===== config.mk =====
export PLATFORM = sky130hd
export DESIGN_NAME = cpu_ctrl_seq
export DESIGN_NICKNAME = d
export VERILOG_FILES = /design/src/rtl/cpu_ctrl_pkg.sv /design/src/rtl/cpu_ctrl_decode.sv /design/src/rtl/cpu_ctrl_seq.sv
export SDC_FILE = /design/constraint.sdc
export NUM_CORES = 1
export LEC_CHECK = 0
export ABC_AREA = 1
export CORE_ASPECT_RATIO = 1.75
export CORE_UTILIZATION = 30
export DETAILED_ROUTE_END_ITERATION = 8
export SLEW_MARGIN = 5
export SYNTH_ARGS = -nofsm -noshare
export SYNTH_HDL_FRONTEND = slang
export SYNTH_SLANG_ARGS = --single-unit

===== constraint.sdc =====
create_clock -name clk -period 4.05 [get_ports clk]
set_input_delay 0.81 -clock clk [delete_from_list [all_inputs] [get_ports clk]]
set_output_delay 0.81 -clock clk [all_outputs]
set_load 0.01 [all_outputs]

===== src/rtl/cpu_ctrl_pkg.sv =====
// Shared types and encodings for the cpu_ctrl_seq multi-cycle control sequencer.
package cpu_ctrl_pkg;

  typedef enum logic [2:0] {
    ST_HALT   = 3'd0,
    ST_FETCH  = 3'd1,
    ST_DECODE = 3'd2,
    ST_EXEC   = 3'd3,
    ST_MEM    = 3'd4,
    ST_WB     = 3'd5
  } state_e;

  localparam int unsigned OP_W = 6;

  localparam logic [OP_W-1:0] OP_RTYPE = 6'b000000;
  localparam logic [OP_W-1:0] OP_LW    = 6'b100011;
  localparam logic [OP_W-1:0] OP_SW    = 6'b101011;
  localparam logic [OP_W-1:0] OP_BEQ   = 6'b000100;
  localparam logic [OP_W-1:0] OP_BNE   = 6'b000101;
  localparam logic [OP_W-1:0] OP_J     = 6'b000010;
  localparam logic [OP_W-1:0] OP_JAL   = 6'b000011;
  localparam logic [OP_W-1:0] OP_ADDI  = 6'b001000;
  localparam logic [OP_W-1:0] OP_ANDI  = 6'b001100;
  localparam logic [OP_W-1:0] OP_ORI   = 6'b001101;
  localparam logic [OP_W-1:0] OP_SLTI  = 6'b001010;
  localparam logic [OP_W-1:0] OP_LUI   = 6'b001111;

  localparam logic [3:0] ALU_ADD   = 4'b0000;
  localparam logic [3:0] ALU_SUB   = 4'b0001;
  localparam logic [3:0] ALU_AND   = 4'b0010;
  localparam logic [3:0] ALU_OR    = 4'b0011;
  localparam logic [3:0] ALU_SLT   = 4'b0100;
  localparam logic [3:0] ALU_LUI   = 4'b0101;
  localparam logic [3:0] ALU_FUNCT = 4'b1111;

  localparam logic [1:0] PC_4   = 2'b00;
  localparam logic [1:0] PC_BR  = 2'b01;
  localparam logic [1:0] PC_JMP = 2'b10;

  localparam logic [1:0] RD_RT  = 2'b00;
  localparam logic [1:0] RD_RD  = 2'b01;
  localparam logic [1:0] RD_R31 = 2'b10;

  localparam logic [1:0] WB_ALU = 2'b00;
  localparam logic [1:0] WB_MEM = 2'b01;
  localparam logic [1:0] WB_PC4 = 2'b10;

  localparam logic [1:0] FMT_R = 2'b00;
  localparam logic [1:0] FMT_I = 2'b01;
  localparam logic [1:0] FMT_J = 2'b10;

  // Datapath controls fixed at decode time and held for the rest of the instruction.
  typedef struct packed {
    logic [1:0] com_format;
    logic       ext_sel;
    logic [1:0] reg_dst;
    logic       b_src;
    logic [3:0] op_sel;
    logic [1:0] wb_src;
  } ctrl_t;

  localparam ctrl_t CTRL_NOP = '0;

  // Branch resolution from the opcode and the ALU zero flag.
  function automatic logic branch_taken(input logic [OP_W-1:0] op, input logic zero);
    return ((op == OP_BEQ) && zero) || ((op == OP_BNE) && !zero);
  endfunction

endpackage


===== src/rtl/cpu_ctrl_decode.sv =====
// Combinational opcode decoder: opcode -> control bundle plus illegal-opcode flag.
module cpu_ctrl_decode
  import cpu_ctrl_pkg::*;
(
  input  logic [OP_W-1:0] i_opcode,
  output ctrl_t           o_ctrl_c,
  output logic            o_illegal_c
);

  // Opcode table lookup; anything not listed is flagged illegal.
  always_comb begin
    o_ctrl_c    = CTRL_NOP;
    o_illegal_c = 1'b0;
    case (i_opcode)
      OP_RTYPE: begin
        o_ctrl_c.com_format = FMT_R;
        o_ctrl_c.op_sel     = ALU_FUNCT;
        o_ctrl_c.reg_dst    = RD_RD;
      end
      OP_LW: begin
        o_ctrl_c.com_format = FMT_I;
        o_ctrl_c.op_sel     = ALU_ADD;
        o_ctrl_c.b_src      = 1'b1;
        o_ctrl_c.ext_sel    = 1'b1;
        o_ctrl_c.wb_src     = WB_MEM;
      end
      OP_SW: begin
        o_ctrl_c.com_format = FMT_I;
        o_ctrl_c.op_sel     = ALU_ADD;
        o_ctrl_c.b_src      = 1'b1;
        o_ctrl_c.ext_sel    = 1'b1;
      end
      OP_BEQ, OP_BNE: begin
        o_ctrl_c.com_format = FMT_I;
        o_ctrl_c.op_sel     = ALU_SUB;
        o_ctrl_c.ext_sel    = 1'b1;
      end
      OP_J: begin
        o_ctrl_c.com_format = FMT_J;
      end
      OP_JAL: begin
        o_ctrl_c.com_format = FMT_J;
        o_ctrl_c.reg_dst    = RD_R31;
        o_ctrl_c.wb_src     = WB_PC4;
      end
      OP_ADDI: begin
        o_ctrl_c.com_format = FMT_I;
        o_ctrl_c.op_sel     = ALU_ADD;
        o_ctrl_c.b_src      = 1'b1;
        o_ctrl_c.ext_sel    = 1'b1;
      end
      OP_ANDI: begin
        o_ctrl_c.com_format = FMT_I;
        o_ctrl_c.op_sel     = ALU_AND;
        o_ctrl_c.b_src      = 1'b1;
      end
      OP_ORI: begin
        o_ctrl_c.com_format = FMT_I;
        o_ctrl_c.op_sel     = ALU_OR;
        o_ctrl_c.b_src      = 1'b1;
      end
      OP_SLTI: begin
        o_ctrl_c.com_format = FMT_I;
        o_ctrl_c.op_sel     = ALU_SLT;
        o_ctrl_c.b_src      = 1'b1;
        o_ctrl_c.ext_sel    = 1'b1;
      end
      OP_LUI: begin
        o_ctrl_c.com_format = FMT_I;
        o_ctrl_c.op_sel     = ALU_LUI;
        o_ctrl_c.b_src      = 1'b1;
      end
      default: o_illegal_c = 1'b1;
    endcase
  end

endmodule


===== src/rtl/cpu_ctrl_seq.sv =====
// Multi-cycle control sequencer for the dataFlow datapath.
// Optional macro CPU_CTRL_PERF_EN adds perf_cycles / perf_instr counters.
// Every output is a register loaded with the value belonging to the state being entered.
module cpu_ctrl_seq
  import cpu_ctrl_pkg::*;
#(
  parameter int unsigned MEM_TIMEOUT = 16,
  parameter bit          RESET_HALT  = 1'b0
) (
  input  logic            clk,
  input  logic            rst,
  input  logic            start,
  input  logic [OP_W-1:0] OpCode,
  input  logic            zero,
  input  logic            mem_ready,
  output logic            pc_en,
  output logic            ir_en,
  output logic [1:0]      PCSrc,
  output logic            RegWrite,
  output logic            MemWrite,
  output logic            mem_req,
  output logic [1:0]      RegDst,
  output logic            ExtSel,
  output logic [3:0]      OpSel,
  output logic            BSrc,
  output logic [1:0]      WBSrc,
  output logic [1:0]      comFormat,
  output logic            halted,
  output logic            err
`ifdef CPU_CTRL_PERF_EN
  ,
  output logic [31:0]     perf_cycles,
  output logic [31:0]     perf_instr
`endif
);

  localparam int unsigned CNT_W = $clog2(MEM_TIMEOUT + 2);

  state_e            r_state;
  logic [OP_W-1:0]   r_opcode;
  logic [CNT_W-1:0]  r_cnt;
  logic [1:0]        r_wb_sel;
  logic              r_pc_en;
  logic              r_ir_en;
  logic [1:0]        r_pc_src;
  logic              r_reg_write;
  logic              r_mem_write;
  logic              r_mem_req;
  logic [1:0]        r_reg_dst;
  logic              r_ext_sel;
  logic [3:0]        r_op_sel;
  logic              r_b_src;
  logic [1:0]        r_wb_src;
  logic [1:0]        r_com_format;
  logic              r_halted;
  logic              r_err;

  ctrl_t             w_ctrl;
  logic              w_illegal;
  logic              w_timeout_hit;

  cpu_ctrl_decode u_decode (
    .i_opcode    (OpCode),
    .o_ctrl_c    (w_ctrl),
    .o_illegal_c (w_illegal)
  );

  // Next waiting cycle would reach the limit; a zero limit never expires.
  assign w_timeout_hit = (MEM_TIMEOUT != 0) && ((32'(r_cnt) + 32'd1) == 32'(MEM_TIMEOUT));

  // Sequencer: state register and all registered controls.
  always_ff @(posedge clk) begin
    if (rst) begin
      r_state      <= RESET_HALT ? ST_HALT : ST_FETCH;
      r_halted     <= RESET_HALT;
      r_opcode     <= '0;
      r_cnt        <= '0;
      r_wb_sel     <= WB_ALU;
      r_pc_en      <= 1'b0;
      r_ir_en      <= 1'b0;
      r_pc_src     <= PC_4;
      r_reg_write  <= 1'b0;
      r_mem_write  <= 1'b0;
      r_mem_req    <= 1'b0;
      r_reg_dst    <= RD_RT;
      r_ext_sel    <= 1'b0;
      r_op_sel     <= ALU_ADD;
      r_b_src      <= 1'b0;
      r_wb_src     <= WB_ALU;
      r_com_format <= FMT_R;
      r_err        <= 1'b0;
    end else begin
      // Strobes default low; only the entered state raises them.
      r_pc_en     <= 1'b0;
      r_ir_en     <= 1'b0;
      r_reg_write <= 1'b0;
      r_mem_write <= 1'b0;
      r_mem_req   <= 1'b0;
      r_pc_src    <= PC_4;
      r_wb_src    <= WB_ALU;
      r_halted    <= 1'b0;

      case (r_state)
        ST_HALT: begin
          if (start) begin
            r_state <= ST_FETCH;
            r_ir_en <= 1'b1;
            r_err   <= 1'b0;
          end else begin
            r_halted <= 1'b1;
          end
        end

        ST_FETCH: r_state <= ST_DECODE;

        ST_DECODE: begin
          r_opcode <= OpCode;
          if (w_illegal) begin
            r_state  <= ST_HALT;
            r_halted <= 1'b1;
            r_err    <= 1'b1;
          end else begin
            r_state      <= ST_EXEC;
            r_com_format <= w_ctrl.com_format;
            r_ext_sel    <= w_ctrl.ext_sel;
            r_reg_dst    <= w_ctrl.reg_dst;
            r_b_src      <= w_ctrl.b_src;
            r_op_sel     <= w_ctrl.op_sel;
            r_wb_sel     <= w_ctrl.wb_src;
            // Branches and j retire in EXEC, so their PC load is set up here.
            if ((OpCode == OP_BEQ) || (OpCode == OP_BNE)) begin
              r_pc_en  <= 1'b1;
              r_pc_src <= branch_taken(OpCode, zero) ? PC_BR : PC_4;
            end else if (OpCode == OP_J) begin
              r_pc_en  <= 1'b1;
              r_pc_src <= PC_JMP;
            end
          end
        end

        ST_EXEC: begin
          if ((r_opcode == OP_BEQ) || (r_opcode == OP_BNE) || (r_opcode == OP_J)) begin
            r_state <= ST_FETCH;
            r_ir_en <= 1'b1;
          end else if ((r_opcode == OP_LW) || (r_opcode == OP_SW)) begin
            r_state     <= ST_MEM;
            r_mem_req   <= 1'b1;
            r_mem_write <= (r_opcode == OP_SW);
            r_cnt       <= '0;
          end else begin
            r_state     <= ST_WB;
            r_reg_write <= 1'b1;
            r_pc_en     <= 1'b1;
            r_pc_src    <= (r_opcode == OP_JAL) ? PC_JMP : PC_4;
            r_wb_src    <= r_wb_sel;
          end
        end

        ST_MEM: begin
          if (mem_ready) begin
            r_cnt <= '0;
            if (r_opcode == OP_SW) begin
              r_state <= ST_FETCH;
              r_ir_en <= 1'b1;
              r_pc_en <= 1'b1;
            end else begin
              r_state     <= ST_WB;
              r_reg_write <= 1'b1;
              r_pc_en     <= 1'b1;
              r_wb_src    <= r_wb_sel;
            end
          end else if (w_timeout_hit) begin
            r_cnt    <= '0;
            r_state  <= ST_HALT;
            r_halted <= 1'b1;
            r_err    <= 1'b1;
          end else begin
            if (MEM_TIMEOUT != 0) begin
              r_cnt <= r_cnt + CNT_W'(1);
            end
            r_mem_req   <= 1'b1;
            r_mem_write <= (r_opcode == OP_SW);
          end
        end

        ST_WB: begin
          r_state <= ST_FETCH;
          r_ir_en <= 1'b1;
        end

        default: begin
          r_state  <= ST_HALT;
          r_halted <= 1'b1;
          r_err    <= 1'b1;
        end
      endcase
    end
  end

`ifdef CPU_CTRL_PERF_EN
  logic [31:0] r_perf_cycles;
  logic [31:0] r_perf_instr;

  // Activity counters: non-HALT cycles and retired instructions; both wrap.
  always_ff @(posedge clk) begin
    if (rst) begin
      r_perf_cycles <= '0;
      r_perf_instr  <= '0;
    end else begin
      if (r_state != ST_HALT) begin
        r_perf_cycles <= r_perf_cycles + 32'd1;
      end
      if (r_pc_en) begin
        r_perf_instr <= r_perf_instr + 32'd1;
      end
    end
  end

  assign perf_cycles = r_perf_cycles;
  assign perf_instr  = r_perf_instr;
`endif

  assign pc_en     = r_pc_en;
  assign ir_en     = r_ir_en;
  assign PCSrc     = r_pc_src;
  assign RegWrite  = r_reg_write;
  assign MemWrite  = r_mem_write;
  assign mem_req   = r_mem_req;
  assign RegDst    = r_reg_dst;
  assign ExtSel    = r_ext_sel;
  assign OpSel     = r_op_sel;
  assign BSrc      = r_b_src;
  assign WBSrc     = r_wb_src;
  assign comFormat = r_com_format;
  assign halted    = r_halted;
  assign err       = r_err;

endmodule


==> flow_metrics.tcl <==
set metrics [dict create \
    status "finished, final reports clean" \
    drive_above_1_share_pct 8.78 \
    max_slew_margin_pct 66.8 \
    synth_top_area_cell "dfxtp_1" \
    layout_commonest_cell "nand2_1" \
    ys_ff_latch 36 \
    grtUsageMet3_pct 3.11 \
    swShare_pct 31.2 \
    final-hold-violation-count 0 \
    cts_sinks 36 \
    fmax_mhz 450 \
    fin_crit_ns 2.22 \
    yosys_warnings 0 \
    reg2reg_to "WBSrc[1]" \
    final_nets 308 \
    pwr-share-seq_pct 45.3 \
    syn-num-nets 275 \
    cap_violations 0 \
    cts_buffer_depth 2 \
    clk_pin_slew_ns 0.07 \
    antenna_found_initial 0 \
    grt.total_usage_pct 15.3 \
    hold_class "flip-flop to flip-flop" \
    fill_cells 595 \
    portBuffers 31 \
    synth_top_family_by_area "simple AND/OR/NAND/NOR gates" \
    post_cts_resized 0 \
    wire_per_inst_um 11.3 \
    path_buf_inv 3 \
    start_util_pct 31.7 \
    clock_latency_ns 0.28 \
    stdcell_count 372 \
    io_pins 32 \
    tns_ns 0 \
    coreArea_um2 5630 \
    grt_pass1_vias 1658 \
    worstPathArrival_ns 2.40 \
    place.gp.congestion 0.864 \
    antenna_cells 0 \
    cp.required_ns 4.23 \
    grt_max_degree 21 \
    grt_pass1_wl_mm 7.25 \
    cts_tree "yes" \
    die_h_um 104 \
    final_cell_mix "nand2_1 (51), inv_1 (38), dfxtp_1 (36), nor2_1 (36), clkdlybuf4s50_1 (31)" \
    clkPwrFrac_pct 29.2 \
    setup_viol 0 \
    cp.depth 11 \
    ir_worst_vdd_v 0.000168 \
    synth.area.top_cells "dfxtp_1 (40%), nand2_1 (11%), inv_1 (8.0%), nor2_1 (7.6%), nand3_1 (7.0%)" \
    dp_hpwl_mm 3.29 \
    synth_mux_area_share_pct 0 \
    slew_viol_final 0 \
    ctsHtreeMaxLevel 2 \
    synth_cells 263 \
    crit_end "r_wb_sel[1]" \
    synth_top_cell_area_share_pct 40.4 \
    vias 1705 \
    area_growth_pct 26.5 \
    netlist-cell-type-count 31 \
    drc 0 \
    post_synth.cell_area_avg_um2 6.79 \
    cp-end-kind "flip-flop" \
    ys_seq_area_share_pct 40.4 \
    viasPerCell 4.58 \
    path_class "input pin to flip-flop" \
    skew_ns 0.00492 \
    synth_compound_area_share_pct 11.7 \
    grt-ovfl-total 0 \
    dieArea_um2 6280 \
    power_leakage_nw 0.995 \
    final_antenna_net_count 0 \
    slowest_stage "clkdlybuf4s50_1" \
    cts_root_buf "clkbuf_8" \
    core.rowCount 36 \
    startpoint "OpCode[0]" \
    hold_buffers 0 \
    power_density_nw_per_um2 416 \
    grt_use_met2_pct 27.2 \
    grt_busiest_layer "met2" \
    drtIter0Drc 70 \
    synth_fa_ha_area_share_pct 0.701 \
    cts-buffers-inserted 5 \
    rsz0062_at_grt "false" \
    crit_path_start_kind "input pin" \
    crit_chain "clkdlybuf4s50_1 -> nand2_1 -> inv_1 -> nand3_1 -> nand2_1 -> nor2_2 -> nand2_4 -> nand2_2 -> inv_1 -> nor2_1 -> nor2_1" \
    post-place-cells 365 \
    firstDrtPassIters 4 \
    gr-usage-met1_pct 16.0 \
    multi_input_area_um2 867 \
    worst-r2r-cell-count 8 \
    synth_simple_gate_area_share_pct 36.2 \
    synth-xor-area-share_pct 0 \
    regArea_um2 721 \
    r2r_slack_ns 2.58 \
    combinationalPowerShare_pct 25.5 \
    critPathTopFamily "simple AND/OR/NAND/NOR gates" \
    synth_area_um2 1790 \
    worst_hold_slack_ns 0.434 \
    post-cts-setup-buffers 0 \
    post-route-period-util_pct 54.8 \
    die_w_um 60.3 \
    power_switching_mw 0.293 \
    p_int_mw 0.647 \
    wirelength_mm 4.20 \
    rr_startpoint "r_state[0]" \
    slowest_delay_ns 0.48 \
    critical_path.max_fanout 12 \
    tightest_slew_ns 0.497 \
]
## final cells by class
class	count	area share, %
Multi-Input combinational cell	179	38.4
Sequential cell	36	31.9
Timing Repair Buffer	33	14.4
Inverter	41	6.81
Clock buffer	7	4.27
Tap cell	76	4.21
## power by group through the flow
| stage | registers [mW] | clock network [mW] | logic (mW) |
|---|---|---|---|
| floorplan | 0.437 | 0 | 0.155 |
| global route | 0.432 | 0.299 | 0.276 |
| CTS | 0.427 | 0.283 | 0.242 |
| global placement | 0.434 | 0 | 0.240 |
| detailed placement | 0.435 | 0 | 0.241 |
| finish | 0.426 | 0.274 | 0.240 |
## through the flow
stage / utilization (%) / total power, mW / cell area (µm²) / setup WS (ns)
3_5_place_dp: 38.4 / 0.676 / 2160 / 1.51
3_3_place_gp: 38.4 / 0.674 / 2160 / 1.53
2_1_floorplan: - / 0.592 / 1790 / 2.22
6_report: 40.1 / 0.941 / 2260 / 1.83
4_1_cts: 40.1 / 0.952 / 2260 / 1.81
5_1_grt: 40.1 / 1.01 / 2260 / 1.64
## Yosys cell counts
cell type	instances
or2_2	1
a2bb2oi_1	1
nor2_1	36
nand3_2	1
o211ai_1	1
nand2_1	51
inv_2	3
clkbuf_1	2
a31oi_1	2
o21ai_0	11
nor3_2	2
inv_1	38
dfxtp_1	36
o31ai_1	1
nand3_1	25
buf_6	1
a21oi_1	19
a211oi_1	1
nand3b_1	2
nor4_1	1
nor2_2	5
buf_2	2
nand2_4	1
nand4_1	2
and3_1	1
ha_1	1
nand2_2	2
nor2_4	2
nor3_1	8
buf_4	2
o21bai_1	2
## routing by layer
metal,vias to the layer above,routed length [µm]
li1,904,-
met2,45,2310
met5,-,0
met3,9,166
met1,747,1590
met4,0,129
## flip-flops by register name, indices dropped and copies added (netlist names), 2 cells and up
register and flops:
WBSrc 2, r_wb_sel 2, comFormat 2, r_state 3, r_cnt 5, OpSel 4, r_opcode 6, PCSrc 2
## worst min path at each step
stage	startpoint	endpoint	slack, ns	cells past startpoint
2_1_floorplan	r_wb_sel[0]	WBSrc[0]	0.41	2
3_3_place_gp	r_wb_sel[0]	WBSrc[0]	0.42	2
3_5_place_dp	r_wb_sel[0]	WBSrc[0]	0.42	2
4_1_cts	r_wb_sel[0]	WBSrc[0]	0.44	2
5_1_grt	r_wb_sel[0]	WBSrc[0]	0.46	2
6_report	r_wb_sel[0]	WBSrc[0]	0.43	2
## worst reg2reg max path: cells and delay by family (launching register included)
family                 cells  cell delay, ns
DFF                        1            0.44
buffers and inverters      2            0.16
and+or+nand+nor            6            0.81
## cell families (layout without fill, tap and decap cells)
logic type	count (synthesis)	in the layout
AND/OR/NAND/NOR	140	140
AO/OA/AOI/OAI	38	38
buffers and inverters	48	81
adder cells (fa/ha/maj)	1	1
flip-flops	36	36
No activity file was read; power rests on OpenSTA's default activity.
